## config.mk

```make
export PLATFORM = sky130hd
export DESIGN_NAME = ahbl_master_bridge
export DESIGN_NICKNAME = d
export VERILOG_FILES = /design/src/rtl/ahbl_pkg.sv /design/src/rtl/ahbl_master_bridge.sv
export SDC_FILE = /design/constraint.sdc
export NUM_CORES = 1
export LEC_CHECK = 0
export ABC_AREA = 1
export CORE_ASPECT_RATIO = 1.1
export CORE_MARGIN = 8
export CORE_UTILIZATION = 43
export DETAILED_ROUTE_END_ITERATION = 16
export GPL_TIMING_DRIVEN = 1
export PLACE_DENSITY_LB_ADDON = 0.3
export SLEW_MARGIN = 20
export SYNTH_ARGS = -nofsm -noshare
export SYNTH_HDL_FRONTEND = slang
export SYNTH_SLANG_ARGS = --single-unit
```

## constraint.sdc

```tcl
create_clock -name clk -period 2.6 [get_ports clk]
set_input_delay 0.52 -clock clk [delete_from_list [all_inputs] [get_ports clk]]
set_output_delay 0.52 -clock clk [all_outputs]
set_load 0.05 [all_outputs]
```

## src/rtl/ahbl_pkg.sv

```systemverilog
// Shared AHB-Lite encodings used by the bus masters and slaves of this codebase.
package ahbl_pkg;

    localparam logic [1:0] HTRANS_IDLE   = 2'b00;
    localparam logic [1:0] HTRANS_BUSY   = 2'b01;
    localparam logic [1:0] HTRANS_NONSEQ = 2'b10;
    localparam logic [1:0] HTRANS_SEQ    = 2'b11;

    localparam logic [2:0] HSIZE_BYTE = 3'b000;
    localparam logic [2:0] HSIZE_HALF = 3'b001;
    localparam logic [2:0] HSIZE_WORD = 3'b010;

    localparam logic [2:0] HBURST_SINGLE = 3'b000;

    // Data access, privileged, non-bufferable, non-cacheable.
    localparam logic [3:0] HPROT_DEFAULT = 4'b0011;

endpackage

```

## src/rtl/ahbl_master_bridge.sv

```systemverilog
// Valid/ready request stream to single AHB-Lite transfers, one response per request.
// Optional feature macro: AHBL_MASTER_BRIDGE_PIPELINE_EN (overlap address and data phases).
module ahbl_master_bridge
    import ahbl_pkg::*;
#(
    parameter int W_ADDR = 32,
    parameter int W_DATA = 32
) (
    input  logic              clk,
    input  logic              rst_n,
    input  logic              req_valid,
    output logic              req_ready,
    input  logic [W_ADDR-1:0] req_addr,
    input  logic              req_write,
    input  logic [2:0]        req_size,
    input  logic [W_DATA-1:0] req_wdata,
    output logic              rsp_valid,
    output logic [W_DATA-1:0] rsp_rdata,
    output logic              rsp_err,
    output logic [W_ADDR-1:0] ahblm_haddr,
    output logic              ahblm_hwrite,
    output logic [1:0]        ahblm_htrans,
    output logic [2:0]        ahblm_hsize,
    output logic [2:0]        ahblm_hburst,
    output logic [3:0]        ahblm_hprot,
    output logic              ahblm_hmastlock,
    output logic [W_DATA-1:0] ahblm_hwdata,
    input  logic              ahblm_hready,
    input  logic              ahblm_hresp,
    input  logic [W_DATA-1:0] ahblm_hrdata
);

    logic              aph_valid_r;
    logic [W_ADDR-1:0] aph_addr_r;
    logic              aph_write_r;
    logic [2:0]        aph_size_r;
    logic [W_DATA-1:0] aph_wdata_r;

    logic              dph_valid_r;
    logic              dph_write_r;
    logic [W_DATA-1:0] dph_wdata_r;

    logic              err_first_s;
    logic              req_ready_s;
    logic              accept_s;

    // First cycle of a two-cycle ERROR: the pending address phase must be shown as IDLE.
    assign err_first_s = dph_valid_r & ahblm_hresp & ~ahblm_hready;
    assign accept_s    = req_valid & req_ready_s;

    // Request acceptance: overlapped with the data phase only when pipelining is built in.
    always_comb begin
        req_ready_s = 1'b0;
`ifdef AHBL_MASTER_BRIDGE_PIPELINE_EN
        if (!aph_valid_r) begin
            req_ready_s = 1'b1;
        end else begin
            req_ready_s = ahblm_hready & ~err_first_s;
        end
`else
        if (!aph_valid_r && !dph_valid_r) begin
            req_ready_s = 1'b1;
        end else begin
            req_ready_s = 1'b0;
        end
`endif
    end

    // Address-phase register: loads on accept, empties once the bus samples it.
    always_ff @(posedge clk or negedge rst_n) begin
        if (!rst_n) begin
            aph_valid_r <= 1'b0;
            aph_addr_r  <= '0;
            aph_write_r <= 1'b0;
            aph_size_r  <= 3'b000;
            aph_wdata_r <= '0;
        end else if (accept_s) begin
            aph_valid_r <= 1'b1;
            aph_addr_r  <= req_addr;
            aph_write_r <= req_write;
            aph_size_r  <= req_size;
            aph_wdata_r <= req_wdata;
        end else if (ahblm_hready) begin
            aph_valid_r <= 1'b0;
        end
    end

    // Data-phase register: advances only on hready so wait states hold everything.
    always_ff @(posedge clk or negedge rst_n) begin
        if (!rst_n) begin
            dph_valid_r <= 1'b0;
            dph_write_r <= 1'b0;
            dph_wdata_r <= '0;
        end else if (ahblm_hready) begin
            dph_valid_r <= aph_valid_r;
            dph_write_r <= aph_write_r;
            dph_wdata_r <= aph_wdata_r;
        end
    end

    // Transfer type: the held transfer reappears as NONSEQ in the second error cycle.
    always_comb begin
        ahblm_htrans = HTRANS_IDLE;
        if (aph_valid_r && !err_first_s) begin
            ahblm_htrans = HTRANS_NONSEQ;
        end else begin
            ahblm_htrans = HTRANS_IDLE;
        end
    end

    // Response is taken straight from the completing data phase; no backpressure.
    always_comb begin
        rsp_valid = 1'b0;
        rsp_err   = 1'b0;
        rsp_rdata = '0;
        if (dph_valid_r && ahblm_hready) begin
            rsp_valid = 1'b1;
            rsp_err   = ahblm_hresp;
            if (!dph_write_r) begin
                rsp_rdata = ahblm_hrdata;
            end else begin
                rsp_rdata = '0;
            end
        end else begin
            rsp_valid = 1'b0;
            rsp_err   = 1'b0;
            rsp_rdata = '0;
        end
    end

    assign req_ready       = req_ready_s;
    assign ahblm_haddr     = aph_addr_r;
    assign ahblm_hwrite    = aph_write_r;
    assign ahblm_hsize     = aph_size_r;
    assign ahblm_hburst    = HBURST_SINGLE;
    assign ahblm_hprot     = HPROT_DEFAULT;
    assign ahblm_hmastlock = 1'b0;
    assign ahblm_hwdata    = dph_wdata_r;

endmodule

```

==> flow_summary_export.csv <==
group,metric,value,unit
run_status,status,"complete, no violations",
die,rows,38,
layout,nNetsFinal,826,
logic_synthesis,synthesis.area,0.004332,mm2
worst_setup_path,critPathKind,"input pin to primary output",
worst_setup_path,r2r_end,"ahblm_hsize[1]",
worst_setup_path,endpoint_kind,"primary output",
worst_setup_path,rr_startpoint,"dph_valid_r",
clock_network,cts.repair.resized,0,
logic_synthesis,seq_area_frac_synth,59.50,%
clock_network,cts.hold.buffers_added,0,
logic_synthesis,syn_avg_cell_area,8.204,um2
sta,worst_slew_pin_slew,0.6912,ns
power_and_ir_drop,clkPwrFrac,12.9,%
grt,overflow,0,
logic_synthesis,syn_inst,528,
grt,grt_max_degree,69,
die,initial_core_util,44.01,%
grt,antenna_found_initial,0,
sta,relSlewSlack,53.92,%
route,antenna_left,0,
power_and_ir_drop,switchingPower,3833,uW
route,drt_iter0_drc,173,
power_and_ir_drop,p_int,4317,uW
layout,final_cell_count_no_fill,846,
layout,final_layout_size_suffix_gt1_share,8.815,%
die,ios,218,
clock_network,cts_made_buffers,9,
power_and_ir_drop,leakagePower,0.003466,uW
clock_network,clock_path_buffers,2,
worst_setup_path,r2r_setup_slack,1.10,ns
power_and_ir_drop,swShare,47.03,%
placement,dp.cells,830,
worst_setup_path,start_kind,"input pin",
worst_setup_path,ff2ff_path_depth,5,
layout,syn_to_final_growth,62.36,%
logic_synthesis,yosys.cell_types.count,15,
logic_synthesis,ys_warn_count,0,
clock_network,clk_pin_slew,0.09,ns
clock_network,clockRootBuffer,"clkbuf_8",
grt,grt_pass1_vias,4219,
sta,min_period_over_period,85.97,%
power_and_ir_drop,seq_power_share,32.9,%
power_and_ir_drop,p_per_area,1159,mW/mm2
clock_network,cts_max_level,3,
die,fp.dieW,111.7,um
logic_synthesis,ys_ff_latch,103,
die,core,0.009842,mm2
layout,diodes,0,
placement,gp_congestion,0.8718,
grt,grt_usage,19.89,%
sta,setup-violations-final,0,
power_and_ir_drop,pwr-share-comb,54.2,%
route,finalWirelength,13320,um
hold_path,hp-class,"input pin to asynchronous set/reset pin",
route,post_drt_wl_per_cell,15.75,um
sta,final.setup.tns,0,ns
route,detail_route.vias_per_cell,4.870,
power_and_ir_drop,vdd_drop_max,0.0008289,V
sta,slew_viol_final,0,
route,num_vias,4120,
sta,timing.hold.ws,0.1093,ns
sta,fmax,447.4,MHz
grt,grt_first_pass_wirelength,21310,um
placement,io_buffer_count,208,
sta,fin_crit,2.235,ns
die,fp.dieArea,0.01354,mm2
flow_run,max_cap_violations,0,
worst_setup_path,cp_max_fo,34,
sta,finalClockSkew,0.005253,ns
sta,rsz0062_at_grt,"false",
route,first_pass_iters,5,
die,die_h,121.3,um
route,drc_errors,0,
worst_setup_path,arrival,1.72,ns
clock_network,postCtsSetupBuffers,0,
worst_setup_path,cp_data_required_time,2.08,ns
clock_network,clock_latency,0.35,ns
placement,hpwl,10380,um
clock_network,cts_tree,"yes",
sta,hold_violations,0,
clock_network,clkSinkCount,103,
## worst max-delay path by stage
stage,cells after the start,startpoint,endpoint,slack [ns]
after floorplan,4,ahblm_hready,rsp_rdata[13],0.38
after global placement,5,ahblm_hready,rsp_rdata[28],0.41
after detailed placement,5,ahblm_hready,rsp_rdata[7],0.36
after CTS,5,ahblm_hready,rsp_rdata[7],0.35
after global routing,5,ahblm_hready,rsp_rdata[7],0.30
final,5,ahblm_hready,rsp_rdata[28],0.36
## cell type report
cell class,instances,area (um2)
Clock buffer,12,135.1
Multi-Input combinational cell,383,1539
Clock inverter,4,70.07
Tap cell,120,150.1
Inverter,5,18.77
Timing Repair Buffer,219,2542
Fill cell,752,2809
Sequential cell,103,2577
## cell usage after synthesis, drive strengths merged
master    n  share of area (%)
nand2   268                 23
dfrtp   103                 60
nand3    68                7.9
nor2     34                3.1
buf      27                3.7
clkbuf   17                1.5
inv       4               0.35
o21ai     3               0.35
conb      2               0.17
a31oi     1               0.14
clkinv    1              0.087
## power groups by stage
stage,Sequential (uW),Clock (uW),Combinational [uW]
6_report,2680,1050,4420
5_1_grt,2780,1140,4680
4_1_cts,2690,1080,4460
3_5_place_dp,2720,0,4450
3_3_place_gp,2670,0,4400
2_1_floorplan,4280,0,1150
## routing by layer
metal / vias up / part of all wire (%) / GRT usage (%)
met5: - / 0 / 0
met2: 173 / 49 / 34.75
li1: 1993 / - / -
met1: 1929 / 38 / 20.17
met4: 0 / 2.6 / 8.127
met3: 25 / 10 / 9.457
## worst max-delay path, stage by stage
cell and delay [ns]:
clkdlybuf4s50_1 0.52, nand2_1 0.11, buf_12 0.18, nor2_1 0.21, buf_12 0.17
## cells by family (layout without fill, tap and decap cells)
family	after synthesis	count (layout)	share of synthesized area (%)
other	2	9	0.1734
AOI/OAI and AO/OA	4	4	0.4910
DFF	103	103	59.50
and+or+nand+nor	370	370	34.26
buffers and inverters	49	240	5.575
## cells in the final DEF, fill, tap and decap left out, drive strengths merged
cell type	instances
clkbuf	12
bufinv	2
dfrtp	103
inv	4
conb	9
nand3	68
clkinv	3
o21ai	3
nand2	268
a31oi	1
nor2	34
buf	49
clkdlybuf4s50	170
## flip-flops by register name (all words and copies together) (netlist names)
register / flops
ahblm_haddr: 32
ahblm_hwdata: 32
aph_wdata_r: 32
ahblm_hsize: 3
ahblm_hwrite: 1
aph_valid_r: 1
dph_valid_r: 1
dph_write_r: 1
## per-stage QoR
stage               util (%)  instance area [um2]  setup WS (ns)  total power (uW)
global placement       69.37                 6828         0.4078              7074
global route           71.46                 7033         0.3029              8597
CTS                    71.46                 7033         0.3547              8234
detailed placement     69.37                 6828         0.3594              7171
finish                 71.46                 7033         0.3647              8149
floorplan                  -                 4358         0.3771              5434
(Power assumes the default switching activity.)
